<file path="config.mk">
export PLATFORM = sky130hd
export DESIGN_NAME = timer_unit
export DESIGN_NICKNAME = d
export VERILOG_FILES = /design/src/rtl/timer_pkg.sv /design/src/rtl/timer_prescaler.sv /design/src/rtl/timer_unit.sv
export SDC_FILE = /design/constraint.sdc
export NUM_CORES = 1
export LEC_CHECK = 0
export BUFFER_PORTS_ARGS = -buffer_cell sky130_fd_sc_hd__buf_2
export CAP_MARGIN = 40
export CORE_MARGIN = 2
export CORE_UTILIZATION = 65
export CTS_BUF_LIST = sky130_fd_sc_hd__clkbuf_2 sky130_fd_sc_hd__clkbuf_4 sky130_fd_sc_hd__clkbuf_8
export CTS_CLUSTER_DIAMETER = 100
export DETAILED_ROUTE_END_ITERATION = 6
export PLACE_DENSITY_LB_ADDON = 0.1
export SKIP_CTS_REPAIR_TIMING = 1
export SYNTH_ARGS = -nofsm -noshare
export SYNTH_HDL_FRONTEND = slang
export SYNTH_SLANG_ARGS = --single-unit
</file>
<file path="constraint.sdc">
create_clock -name clk -period 6.1 [get_ports clk]
set_input_delay 0.305 -clock clk [delete_from_list [all_inputs] [get_ports clk]]
set_output_delay 0.305 -clock clk [all_outputs]
set_load 0.01 [all_outputs]
</file>
<file path="src/rtl/timer_pkg.sv">
// timer_pkg: register map, CTRL layout and reset constants of the machine timer
package timer_pkg;
  localparam logic [2:0] TMR_MTIME_LO    = 3'd0;
  localparam logic [2:0] TMR_MTIME_HI    = 3'd1;
  localparam logic [2:0] TMR_MTIMECMP_LO = 3'd2;
  localparam logic [2:0] TMR_MTIMECMP_HI = 3'd3;
  localparam logic [2:0] TMR_CTRL        = 3'd4;
  localparam int CTRL_EN_BIT  = 0;
  localparam int CTRL_DIV_LSB = 8;
  localparam logic [63:0] MTIMECMP_RST = 64'hFFFF_FFFF_FFFF_FFFF;
endpackage

</file>
<file path="src/rtl/timer_prescaler.sv">
// timer_prescaler: emits one tick every div+1 enabled cycles, restartable by clr
module timer_prescaler #(
  parameter int PRESCALE_W = 8
) (
  input  logic                  clk,
  input  logic                  rst,
  input  logic                  en,
  input  logic [PRESCALE_W-1:0] div,
  input  logic                  clr,
  output logic                  tick
);
  logic [PRESCALE_W-1:0] cnt;
  assign tick = en && (cnt == div);
  // count enabled cycles, wrap on tick, restart on a CTRL write
  always_ff @(posedge clk or negedge rst)
    if (!rst) cnt <= '0;
    else if (clr) cnt <= '0;
    else if (en) cnt <= tick ? '0 : cnt + 1'b1;
endmodule

</file>
<file path="src/rtl/timer_unit.sv">
// timer_unit: memory-mapped 64-bit mtime/mtimecmp timer with level interrupt
module timer_unit
  import timer_pkg::*;
#(
  parameter logic [31:0] BASE_ADDR  = 32'h0000_2000,
  parameter int          PRESCALE_W = 8
) (
  input  logic        clk,
  input  logic        rst,
  input  logic [31:0] addr,
  input  logic [31:0] wdata,
  input  logic        wr_en,
  input  logic        rd_en,
  output logic        hit,
  output logic [31:0] rdata,
  output logic        timer_interrupt
);
  logic [63:0] mtime, mtimecmp;
  logic en;
  logic [PRESCALE_W-1:0] div;
  logic [31:0] ctrl_word;
  logic [2:0] sel;
  logic we, tick, unused_addr;
  assign sel = addr[4:2];
  assign hit = addr[31:5] == BASE_ADDR[31:5];
  assign we = wr_en && hit;
  assign unused_addr = ^addr[1:0];
  timer_prescaler #(.PRESCALE_W(PRESCALE_W)) u_presc (
    .clk(clk),
    .rst(rst),
    .en(en),
    .div(div),
    .clr(we && sel == TMR_CTRL),
    .tick(tick)
  );
  // CTRL as seen on the bus; unimplemented bits read zero
  always_comb begin
    ctrl_word = '0;
    ctrl_word[CTRL_EN_BIT] = en;
    ctrl_word[CTRL_DIV_LSB +: PRESCALE_W] = div;
  end
  // combinational read mux, zero unless a load hits the window
  always_comb
    rdata = !(rd_en && hit)           ? 32'h0 :
            sel == TMR_MTIME_LO    ? mtime[31:0] :
            sel == TMR_MTIME_HI    ? mtime[63:32] :
            sel == TMR_MTIMECMP_LO ? mtimecmp[31:0] :
            sel == TMR_MTIMECMP_HI ? mtimecmp[63:32] :
            sel == TMR_CTRL        ? ctrl_word : 32'h0;
  // mtime: a software write to either half beats the tick increment
  always_ff @(posedge clk or negedge rst)
    if (!rst) mtime <= '0;
    else if (we && sel == TMR_MTIME_LO) mtime <= {mtime[63:32], wdata};
    else if (we && sel == TMR_MTIME_HI) mtime <= {wdata, mtime[31:0]};
    else if (tick) mtime <= mtime + 64'd1;
  // mtimecmp halves are written independently
  always_ff @(posedge clk or negedge rst)
    if (!rst) mtimecmp <= MTIMECMP_RST;
    else if (we && sel == TMR_MTIMECMP_LO) mtimecmp <= {mtimecmp[63:32], wdata};
    else if (we && sel == TMR_MTIMECMP_HI) mtimecmp <= {wdata, mtimecmp[31:0]};
  // control register: enable and prescaler divide
  always_ff @(posedge clk or negedge rst)
    if (!rst) begin
      en  <= 1'b0;
      div <= '0;
    end else if (we && sel == TMR_CTRL) begin
      en  <= wdata[CTRL_EN_BIT];
      div <= wdata[CTRL_DIV_LSB +: PRESCALE_W];
    end
  // registered level interrupt from the current compare result
  always_ff @(posedge clk or negedge rst)
    if (!rst) timer_interrupt <= 1'b0;
    else timer_interrupt <= en && (mtime >= mtimecmp);
endmodule

</file>
# --- After elaboration in Yosys (flattened, before gate mapping) ---
# Cells that the tools add are included.
op_classes:
  bitwise_logic: 2
  n_eq_ne: 7
  mux: 13
  n_lt_le_gt_ge: 1
  n_addsub: 2
  reduce_logical: 16
ops:
  columns: ["operator", "count"]
  rows:
  - ["$mux W32", 7]
  - ["$mux W64", 2]
  - ["$add A64 B1 Y64 const B", 1]
  - ["$ge A64 B64 Y1", 1]
  - ["$eq A27 B9 Y1 const B", 1]
  - ["$mux W8", 3]
  - ["$mux W16", 1]
  - ["$logic_and A1 B1 Y1", 9]
  - ["$add A8 B1 Y8 const B", 1]
  - ["$eq A8 B8 Y1", 1]
  - ["$eq A3 B2 Y1 const B", 2]
  - ["$reduce_and A2 Y1", 3]
  - ["$reduce_bool A2 Y1", 3]
  - ["$eq A3 B1 Y1 const B", 1]
  - ["$eq A3 B3 Y1 const B", 1]
  - ["$logic_not A3 Y1", 1]
  - ["$ne A2 B2 Y1 const B", 1]
  - ["$not A1 Y1", 2]
word_totals:
  word_cells: 49
  in_bits: 68
  regBits: 146
  out_inout_bits: 34

# --- Longest topological paths before layout ---
# Gate-level depths: netlist of run 1.
depth:
  ltp_word: 7
  mapped_depth: 10
  mapped_depth_nobuf: 9

# --- Cells and area by module ---
# Synthesis of run 1 repeated with hierarchy kept, for this count alone.
unflattened:
  hier_cells: 1182
  area_unflattened_um2: 10550.1
modules_own_cells:
  columns: ["module", "area_each_um2", "seq_area_each_um2", "instances", "cells_per_inst"]
  rows:
  - ["timer_unit", 10017.1, 3533.4, 1, 1130]
  - ["timer_prescaler", 533.0, 200.2, 1, 52]

# --- Worst setup path before layout of run 1 ---
# No wires, ideal clock.
synth_timing:
  path_type: "reg-to-reg"
  from: "register mtimecmp[0]"
  to: "register timer_interrupt"
  path_stages_with_launch: 9
  setup_ps: 127
  synth_period_minus_slack_ps: 2241
  t_arrival_ps: 2114
  slack_ps: 3859
  path_buffers: 0
  required_time_ps: 5973
  path_cell_list: "dfstp_2 -> ha_1 -> nand2b_1 -> a2111oi_0 -> nor4_1 -> o311a_1 -> o2111ai_1 -> a31oi_1 -> or2_2"
synth_via:
  elab_chain_cells: 2
synth_lines:
  columns: ["item", "line", "source"]
  rows:
  - ["from (decl)", "timer_unit.sv:18", "logic [63:0] mtime, mtimecmp;"]
  - ["from (signal assigned)", "timer_unit.sv:59", "else if (we && sel == TMR_MTIMECMP_LO) mtimecmp <= {mtimecmp[63:32], wdata};"]
  - ["from (signal assigned)", "timer_unit.sv:60", "else if (we && sel == TMR_MTIMECMP_HI) mtimecmp <= {wdata, mtimecmp[31:0]};"]
  - ["$ge A64 B64 Y1", "timer_unit.sv:73", "else timer_interrupt <= en && (mtime >= mtimecmp);"]
  - ["$logic_and A1 B1 Y1", "timer_unit.sv:73", null]
  - ["to (signal assigned)", "timer_unit.sv:73", null]
  - ["to (decl)", "timer_unit.sv:16", "output logic timer_interrupt"]
# No other way between the ends.
# A chain may end at the register's enable or synchronous reset.

# --- Worst setup path after layout of run 1 ---
layout_timing:
  from: "register div[7]"
  to: "register mtime[33]"
layout_via:
  elab_chain_cells: 4
layout_lines:
  columns: ["item", "line", "source"]
  rows:
  - ["from (decl)", "timer_unit.sv:20", "logic [PRESCALE_W-1:0] div;"]
  - ["from (signal assigned)", "timer_unit.sv:68", "div <= wdata[CTRL_DIV_LSB +: PRESCALE_W];"]
  - ["$eq A8 B8 Y1", "timer_prescaler.sv:13", "assign tick = en && (cnt == div);"]
  - ["$logic_and A1 B1 Y1", "timer_prescaler.sv:13", null]
  - ["$reduce_bool A2 Y1 (no line)", null, null]
  - ["$reduce_and A2 Y1 (no line)", null, null]
  - ["to (signal assigned)", "timer_unit.sv:53", "else if (we && sel == TMR_MTIME_LO) mtime <= {mtime[63:32], wdata};"]
  - ["to (signal assigned)", "timer_unit.sv:54", "else if (we && sel == TMR_MTIME_HI) mtime <= {wdata, mtime[31:0]};"]
  - ["to (signal assigned)", "timer_unit.sv:55", "else if (tick) mtime <= mtime + 64'd1;"]
  - ["to (decl)", "timer_unit.sv:18", null]
# No other way between the ends.

==> impl_metrics.yaml, run 1 <==
die:
  fp.coreArea_sq_um: 15100
  die_w_um: 128
  start_util_pct: 66.3
  dieArea_sq_um: 16400
  die_y_um: 128
  pin_count: 102
  rows: 45
sta:
  tns_ns: 0
  fmax_ghz: 0.315
  fin_skew_ns: 0.0153
  hold_violations: 0
  fin_crit_sh_pct: 52.1
  slew_viol_final: 0
  maxSlewHeadroom_pct: 41.4
  fin_crit_ns: 3.18
  hold_ws_ns: 0.0714
  setup_viol: 0
  worst_slew_pin_slew_ns: 0.876
  postLayoutSetupSlackWorst_ns: 2.92
  rsz0062_at_grt: "no"
logic_synthesis:
  synth_top_family_by_area: "simple AND/OR/NAND/NOR gates"
  synth_mux_area_share_pct: 12.1
  synth_xor_area_share_pct: 1.40
  ys_seq_area_share_pct: 37.2
  synth_area_sq_um: 10000
  synth.area.top_cells: "dfrtp_1, dfstp_2, ha_1"
  syn-num-nets: 1219
  ys.flop_type: "dfrtp_1"
  synth.avg_cell_area_sq_um: 9.25
  synth_cell_types: 60
  synth-simple-area-share_pct: 18.3
  ys_warn_count: 0
  syn_inst: 1085
  synth_seq_cells: 146
  synth_fa_ha_area_share_pct: 8.23
  yosysTopAreaCellShare_pct: 20.4
  synth_compound_area_share_pct: 17.6
  yosys.area.top_type: "dfrtp_1"
  synth-edff-count: 0
  yosys-top-cells-count: "nand2_1, o21ai_0, a21oi_1"
  async_reset_ff_share_pct: 100
global_routing:
  antenna_found_initial: 0
  grt_pass1_wl_um: 46200
  grt_pass1_vias: 8734
  grt_max_degree: 84
  grt_util_all_layers_pct: 36.5
  grt_overflow: 0
placement:
  numPortBuffers: 99
  place_ws_ns: 2.99
  gp_congestion: 0.893
  place_hpwl_um: 19800
routing:
  postRouteAntennaNets: 0
  drt-total-wl_um: 28700
  firstDrtPassIters: 6
  post_drt_wl_per_cell_um: 21.1
  via_per_inst: 6.78
  num_vias: 9226
  drc_errors: 0
  drt_iter0_drc: 1191
clock_tree:
  cts_tree: "built"
  cts_made_buffers: 17
  cts_root_buffer: "clkbuf_8"
  cts_max_level: 4
  clkSinkCount: 146
  clk_latency_ns: 0.48
  clkTransAtPathRegs_ns: 0.09
  clockBufferDepth: 2
final_layout:
  nNetsFinal: 1294
  syn_to_final_growth_pct: 10.6
  drive_above_1_share_pct: 25.3
  insertedDiodeCount: 0
pwr:
  power.leakage_nw: 5.07
  power_mw: 1.92
  powerDensity_nw_per_um2: 173
  ir_drop_mv: 0.136
worst_setup_path:
  cp-start-kind: "flip-flop"
  required_ns: 6.43
  crit_type: "reg -> reg"
  arrival_ns: 3.51
  path_max_fanout: 11
  end_kind: "flip-flop"
outcome:
  outcome: "completed"
min_path:
  hold_path_class: "in -> reg"
run:
  maxCapViolCount: 0
==> metrics by stage <==
stage               std cells  utilization, %  instance area (sq um)
global route             1360            73.3                  11100
finish                   1360            73.3                  11100
CTS                      1359            73.2                  11100
detailed placement       1328            70.4                  10700
floorplan                1085               -                  10000
global placement         1326            70.3                  10600
==> routing by layer <==
metal | vias to the layer above | routed length (um) | GRT usage (%)
li1 | 4151 | - | -
met1 | 4492 | 12000 | 52.1
met2 | 523 | 13400 | 56.8
met3 | 60 | 2690 | 7.60
met4 | 0 | 549 | 10.8
met5 | - | 0 | 0
==> area by class of cell <==
type	count	area, sq um
timing repair buffer	115	628
inverter	74	278
clock inverter	11	161
sequential	146	3730
fill	1143	4050
clock buffer	20	269
multi-input combinational	806	5800
tap	188	235
==> sequential cells by signal, indices dropped and copies added, names as in the netlist <==
signal,cells
en,1
timer_interrupt,1
mtime,64
u_presc.cnt,8
div,8
mtimecmp,64
==> power by group <==
group | total [mW] | leakage (nW) | switching [mW] | internal (mW)
sequential | 0.969 | 1.62 | 0.0000000956 | 0.969
clock | 0.846 | 0.222 | 0.380 | 0.466
combinational | 0.102 | 3.23 | 0.0606 | 0.0414
==> cell families after synthesis <==
kind of cell	count (synthesis)
AO/OA/AOI/OAI	286
XOR/XNOR	16
adder cells (fa/ha/maj)	66
buffers and inverters	133
flip-flops	146
multiplexers	76
AND/OR/NAND/NOR	362
==> placed cells by master (no fill, tap or decap), drive strengths merged, types with 7 or more instances in the layout <==
cell type,instances
nand4,38
a21o,12
buf,114
mux4,32
o22ai,7
mux2,42
and2,7
nor4,13
ha,66
nand3,40
dfrtp,82
and4,14
xor2,13
a22oi,10
inv,74
a211oi,7
o22a,8
clkbuf,20
o21ai,93
dfstp,64
a311oi,15
nor3,19
nor2b,29
o32ai,9
a21oi,84
nand2,93
nor2,83
and3,17
o31ai,10
==> critical path, stage by stage, from the launching register on <==
cell and delay [ns]:
dfrtp_1 0.45, xor2_1 0.18, nor4_1 0.54, nand3_1 0.50, nor2_1 0.83, nand4_1 0.21, xnor2_1 0.22, o21ai_0 0.10
==> path summary, 6_finish.rpt <==
path | from | cells past startpoint | slack, ns | end
worst max-delay path | div[7] | 7 | 2.92 | mtime[33]
worst min-delay path | wdata[29] | 3 | 0.07 | mtimecmp[29]
worst max register to register | div[7] | 7 | 2.92 | mtime[33]
worst min register to register | mtimecmp[3] | 2 | 0.52 | mtimecmp[3]
max in group asynchronous | rst | 3 | 4.33 | mtime[3]
min in group asynchronous | rst | 2 | 0.44 | mtime[22]
Note: power is estimated with default switching activity, not from simulation.
==> run 2, diff against run 1 <==
Settings changed: ABC_AREA set to 1, CORE_UTILIZATION 65 to 63.
Clock period 6.1 ns to 3.2 ns, I/O delays scaled along.
==> run 2 against run 1 <==
  * Cell area up 17%
  * Die area rose by 18%
  * Hold slack worse by 0.080 ns
  * Sequential cell count unchanged
  * Total power grew 100%
  * The flow now finishes with violations (DRC, hold timing)
  * Routed wire length rose by 38%
  * Count of clock-buffer cells in the layout decreased by 3
  * Non-clock buffer count is 27 higher
  * Register-to-register slack worse by 2.2 ns
  * Clock skew grew 0.0091 ns
  * Critical path depth rose by 4
  * Area after synthesis increased by 15%
==> impl_metrics.yaml, run 2 <==
outcome:
  outcome: "complete, but fails checks"
  violations: "DRC, hold timing"
routing:
  firstDrtPassIters: 7
  via_per_inst: 5.92
  post_drt_wl_per_cell_um: 18.6
  num_vias: 12600
  drc_errors: 6
  drt_iter0_drc: 1409
  drt-total-wl_um: 39600
  postRouteAntennaNets: 0
worst_setup_path:
  critPathSlowestCell: "inv_2"
  crit_type: "reg -> reg"
  cp_cell_sequence: "inv_1 -> nand2_1 -> nand2_1 -> a21oi_1 -> nand4_1 -> nand2_1 -> nand2_1 -> buf_4 -> inv_2 -> nand2_1 -> nand2_1"
  cp.depth: 11
  crit_buf_inv: 3
  end_kind: "flip-flop"
  path_delay_family: "buffers and inverters"
  slowest_delay_ns: 0.58
  r2r_start: "u_presc.cnt[0]"
  cp_common_cell: "nand2_1"
  reg2reg_to: "mtime[4]"
  required_ns: 3.61
  rrSetupSlack_ns: 0.76
  path_max_fanout: 32
  worstRegToRegCells: 11
  arrival_ns: 2.85
  cp-start-kind: "flip-flop"
placement:
  numPortBuffers: 99
  place_ws_ns: 0.685
  place_hpwl_um: 29500
  gp_congestion: 1.01
  dpl-instance-area_sq_um: 12200
logic_synthesis:
  synth_seq_cells: 146
  synth_cell_types: 44
  ys_warn_count: 0
  ys.flop_type: "dfrtp_1"
  syn-num-nets: 1915
  synth.avg_cell_area_sq_um: 6.50
  yosys.area.top_type: "nand2_1"
  yosysTopAreaCellShare_pct: 21.1
  yosys-top-cells-count: "nand2_1, nor2_1, inv_1"
  syn_inst: 1781
  ys_seq_area_share_pct: 32.3
  synth.area.top_cells: "nand2_1, dfrtp_1, dfstp_2"
  async_reset_ff_share_pct: 100
  synth-edff-count: 0
  synth_most_common_cell: "nand2_1"
  synth_area_sq_um: 11600
pwr:
  powerDensity_nw_per_um2: 298
  ir_drop_mv: 0.296
  power.leakage_nw: 6.24
global_routing:
  top_usage_layer: "met2"
  antenna_found_initial: 0
  grt_overflow: 0
  grt_use_met1_pct: 56.7
  grt_max_degree: 75
  grt_pass1_wl_um: 61900
  grt_pass1_vias: 11500
  grt_util_all_layers_pct: 40.6
  met2_usage_pct: 62.7
  use_met3_pct: 8.19
final_layout:
  stdcell_area_sq_um: 13000
  insertedDiodeCount: 0
  final_cell_mix: "nand2_1, nor2_1, inv_1, buf_2, dfrtp_1"
  reg.largest.list: "mtime x64, mtimecmp x64"
  drive_above_1_share_pct: 13.2
  layout_commonest_cell: "nand2_1"
  syn_to_final_growth_pct: 12.0
  nNetsFinal: 2022
clock_tree:
  clkSinkCount: 146
  clkTransAtPathRegs_ns: 0.10
  cts_root_buffer: "clkbuf_8"
  clockBufferDepth: 2
  cts_tree: "built"
  cts_made_buffers: 17
  clk_latency_ns: 0.49
  cts_max_level: 4
die:
  fp.coreArea_sq_um: 18000
  rows: 49
  start_util_pct: 64.2
  pin_count: 102
  die_y_um: 140
  die_w_um: 140
  dieArea_sq_um: 19500
sta:
  fin_crit_sh_pct: 76.3
  hold_violations: 6
  hold_ws_ns: -0.00840
  postLayoutSetupSlackWorst_ns: 0.759
  worst_slew_pin_slew_ns: 0.917
  setup_viol: 0
  fin_skew_ns: 0.0245
  rsz0062_at_grt: "no"
  fin_crit_ns: 2.44
  slew_viol_final: 0
  maxSlewHeadroom_pct: 38.7
  fmax_ghz: 0.410
  tns_ns: 0
min_path:
  hold_path_class: "in -> reg"
  holdPathStages: 3
  hold_path.startpoint: "wdata[11]"
  min_to: "mtimecmp[11]"
run:
  maxCapViolCount: 0
run 2: cell types whose count changed in the layout (fill, tap and decap cells not counted), sizes merged, moves of 29 or more:
cell   delta
a21oi    -38
nand3    +30
o21ai    +48
inv     +141
o22ai    +44
nor2b    -29
nor2    +136
mux4     -32
mux2     -42
nand2   +564
run 2: kinds of logic (layout without fill, tap and decap cells):
| logic type | count (synthesis) | after routing | synth area share, % |
|---|---|---|---|
| buf+inv | 261 | 381 | 9.24 |
| compound gates | 255 | 255 | 12.0 |
| xor+xnor | 40 | 40 | 3.03 |
| fa+ha+maj | 66 | 66 | 7.13 |
| flops | 146 | 146 | 32.3 |
| simple gates | 1013 | 1013 | 36.3 |
run 2: worst register-to-register path: cells and delay by family (launching register included):
kind | cells | cell delay, ns
simple gates | 7 | 0.83
buf+inv | 3 | 0.90
flops | 1 | 0.46
compound gates | 1 | 0.19
run 2: final cells by class:
cell class / count / area, sq um
multi-input combinational: 1374 / 6780
fill: 1557 / 5060
sequential: 146 / 3730
timing repair buffer: 142 / 925
inverter: 207 / 778
tap: 229 / 287
clock inverter: 15 / 235
clock buffer: 17 / 234
run 2: where the power goes:
part           leakage, nW  internal (mW)  switching [mW]
registers             1.66           1.85       0.0000223
logic                 4.35         0.0872           0.164
clock network        0.234          0.892           0.874
run 2: through the flow:
| step | instances | total power, mW | utilization [%] | hold WS [ns] |
|---|---|---|---|---|
| after floorplan | 1781 | 1.96 | - | -0.136 |
| after global placement | 2070 | 2.09 | 67.7 | 0.206 |
| after detailed placement | 2071 | 2.10 | 67.8 | 0.205 |
| after CTS | 2103 | 3.83 | 70.4 | -0.312 |
| after global routing | 2130 | 3.94 | 71.9 | 0.00438 |
| final | 2130 | 3.86 | 71.9 | -0.00840 |
run 2: metal layers:
layer | wire length, um | vias to the layer above
met5 | 0 | -
met4 | 1270 | 0
met3 | 4530 | 123
met2 | 17500 | 740
met1 | 16300 | 5820
li1 | - | 5920
run 2: worst max-delay path by stage:
stage,startpoint,endpoint,slack [ns]
2_1_floorplan,mtime[1],mtime[62],1.45
3_3_place_gp,addr[4],mtime[20],0.71
3_5_place_dp,addr[4],mtime[31],0.69
4_1_cts,mtime[1],mtime[32],0.86
5_1_grt,u_presc.cnt[0],mtime[8],0.59
6_report,u_presc.cnt[0],mtime[4],0.76
==> run 3, diff against run 2 <==
Clock period 3.2 ns to 2.5 ns, I/O delays scaled along.
==> run 3 against run 2 <==
  * The flow finishes with violations (DRC)
  * Register-to-register slack lost 0.44 ns
  * Sequential share of layout area shrank 0.39 points
  * Worst setup slack lost 0.49 ns
  * Count of clock-buffer cells in the layout is the same
  * Cell count grew 1.2%
  * Sequential power grew 28%
  * Cell area grew 1.4%
  * Critical endpoint is now rdata[11]
  * Largest cell class unchanged
==> impl_metrics.yaml, run 3 (synthesis gave the netlist of run 2 again) <==
outcome:
  outcome: "complete, but fails checks"
  violations: "DRC"
die:
  dieArea_sq_um: 19500
  pin_count: 102
  rows: 49
  die_w_um: 140
  start_util_pct: 64.2
  fp.coreArea_sq_um: 18000
  die_y_um: 140
worst_setup_path:
  crit_buf_inv: 2
  cp.depth: 5
  critPathLaunch: "mtimecmp[43]"
  r2r_start: "mtime[23]"
  cp-start-kind: "flip-flop"
  path_max_fanout: 2
  slowest_delay_ns: 0.54
  endpoint: "rdata[11]"
  worstRegToRegCells: 10
  critPathSlowestCell: "dfstp_2"
  cp_cell_sequence: "inv_1 -> o21ai_0 -> nor3_1 -> a211oi_1 -> buf_2"
  rrSetupSlack_ns: 0.32
  path_delay_family: "compound AO/OA/AOI/OAI gates"
  crit_type: "reg -> out"
  reg2reg_to: "mtime[36]"
  required_ns: 2.38
  arrival_ns: 2.11
  end_kind: "output pin"
placement:
  place_inst: 2092
  place_hpwl_um: 31100
  gp_congestion: 1.06
  numPortBuffers: 99
pwr:
  seqPwrFrac_pct: 49.6
  ir_drop_mv: 0.676
  p_switching_mw: 1.35
  power.leakage_nw: 6.35
  pwr-share-clk_pct: 43.4
  powerDensity_nw_per_um2: 363
  p_int_mw: 3.43
  netSwitchingFraction_pct: 28.2
  pwr-share-comb_pct: 7.1
global_routing:
  grt_overflow: 0
  grt_pass1_wl_um: 63200
  grt_max_degree: 66
  antenna_found_initial: 0
  grt_pass1_vias: 12000
  grt_util_all_layers_pct: 41.7
sta:
  tns_ns: 0
  slew_viol_final: 0
  maxSlewHeadroom_pct: 50.3
  fmax_ghz: 0.447
  fin_skew_ns: 0.0188
  worst_slew_pin_slew_ns: 0.745
  hold_ws_ns: 0.0473
  fin_crit_sh_pct: 89.4
  fin_crit_ns: 2.23
  setup_viol: 0
  rsz0062_at_grt: "no"
  hold_violations: 0
run:
  maxCapViolCount: 0
final_layout:
  post_layout_nonfiller_instances: 2156
  insertedDiodeCount: 0
  final_util_pct: 72.9
  reg.largest.list: "mtime x64, mtimecmp x64"
  drive_above_1_share_pct: 14.1
  layout_commonest_cell: "nand2_1"
  syn_to_final_growth_pct: 13.6
  final_cell_mix: "nand2_1, nor2_1, inv_1, buf_2, dfrtp_1"
  nNetsFinal: 2048
clock_tree:
  clockBufferDepth: 2
  clkSinkCount: 146
  clk_latency_ns: 0.49
  cts_max_level: 4
  clkTransAtPathRegs_ns: 0.11
  cts_tree: "built"
  cts_root_buffer: "clkbuf_8"
  cts_made_buffers: 17
routing:
  postRouteAntennaNets: 0
  drc_errors: 2
  firstDrtPassIters: 7
  num_vias: 12700
  drt_iter0_drc: 1404
  drt-total-wl_um: 40800
  via_per_inst: 5.88
  post_drt_wl_per_cell_um: 18.9
min_path:
  hold_path_class: "in -> reg"
-- run 3: power groups by stage --
stage	clock, mW	combinational [mW]	sequential, mW
6_report	2.07	0.337	2.37
3_3_place_gp	0	0.283	2.41
4_1_cts	2.07	0.288	2.37
3_5_place_dp	0	0.288	2.41
2_1_floorplan	0	0.107	2.41
5_1_grt	2.16	0.365	2.37
-- run 3: metal layers --
layer	track usage, %	part of all wire, %	up-vias
li1	-	-	5995
met1	55.6	40	5830
met2	64.9	44	720
met3	11.5	12	132
met4	16.5	3.7	0
met5	0	0	-
-- run 3: worst register-to-register path, stage by stage (launching register included) --
cell     delay [ns]
dfrtp_1        0.59
nand2_1        0.17
nor2_1         0.21
nand2_1        0.11
nor2_1         0.32
nand3_1        0.25
xor2_1         0.20
nand2_1        0.07
nand2_1        0.05
nand2_1        0.05
nand2_1        0.05
-- run 3: cell type report --
class | instances | area, sq um
clock buffers | 17 | 234
clock inverters | 15 | 189
fillers | 1484 | 4880
inverters | 207 | 778
multi-input cells | 1374 | 6780
flip-flops and latches | 146 | 3730
well taps | 229 | 287
repair buffers | 168 | 1150
-- run 3: through the flow --
stage          setup slack (ns)  cell area [sq um]  total power, mW
4_1_cts                   0.352              12800             4.72
3_5_place_dp              0.300              12400             2.70
5_1_grt                   0.142              13100             4.89
3_3_place_gp              0.378              12400             2.69
2_1_floorplan             0.755              11600             2.51
6_report                  0.265              13100             4.77
-- run 3: worst min path at each step --
stage / slack, ns / endpoint / from / depth (start not counted)
after floorplan: -0.17 / div[0] / rst / 0
after global placement: 0.16 / u_presc.cnt[4] / rst / 1
after detailed placement: 0.16 / u_presc.cnt[5] / rst / 1
after CTS: -0.36 / u_presc.cnt[5] / rst / 1
after global routing: 0.08 / en / wdata[0] / 3
final: 0.05 / en / wdata[0] / 3
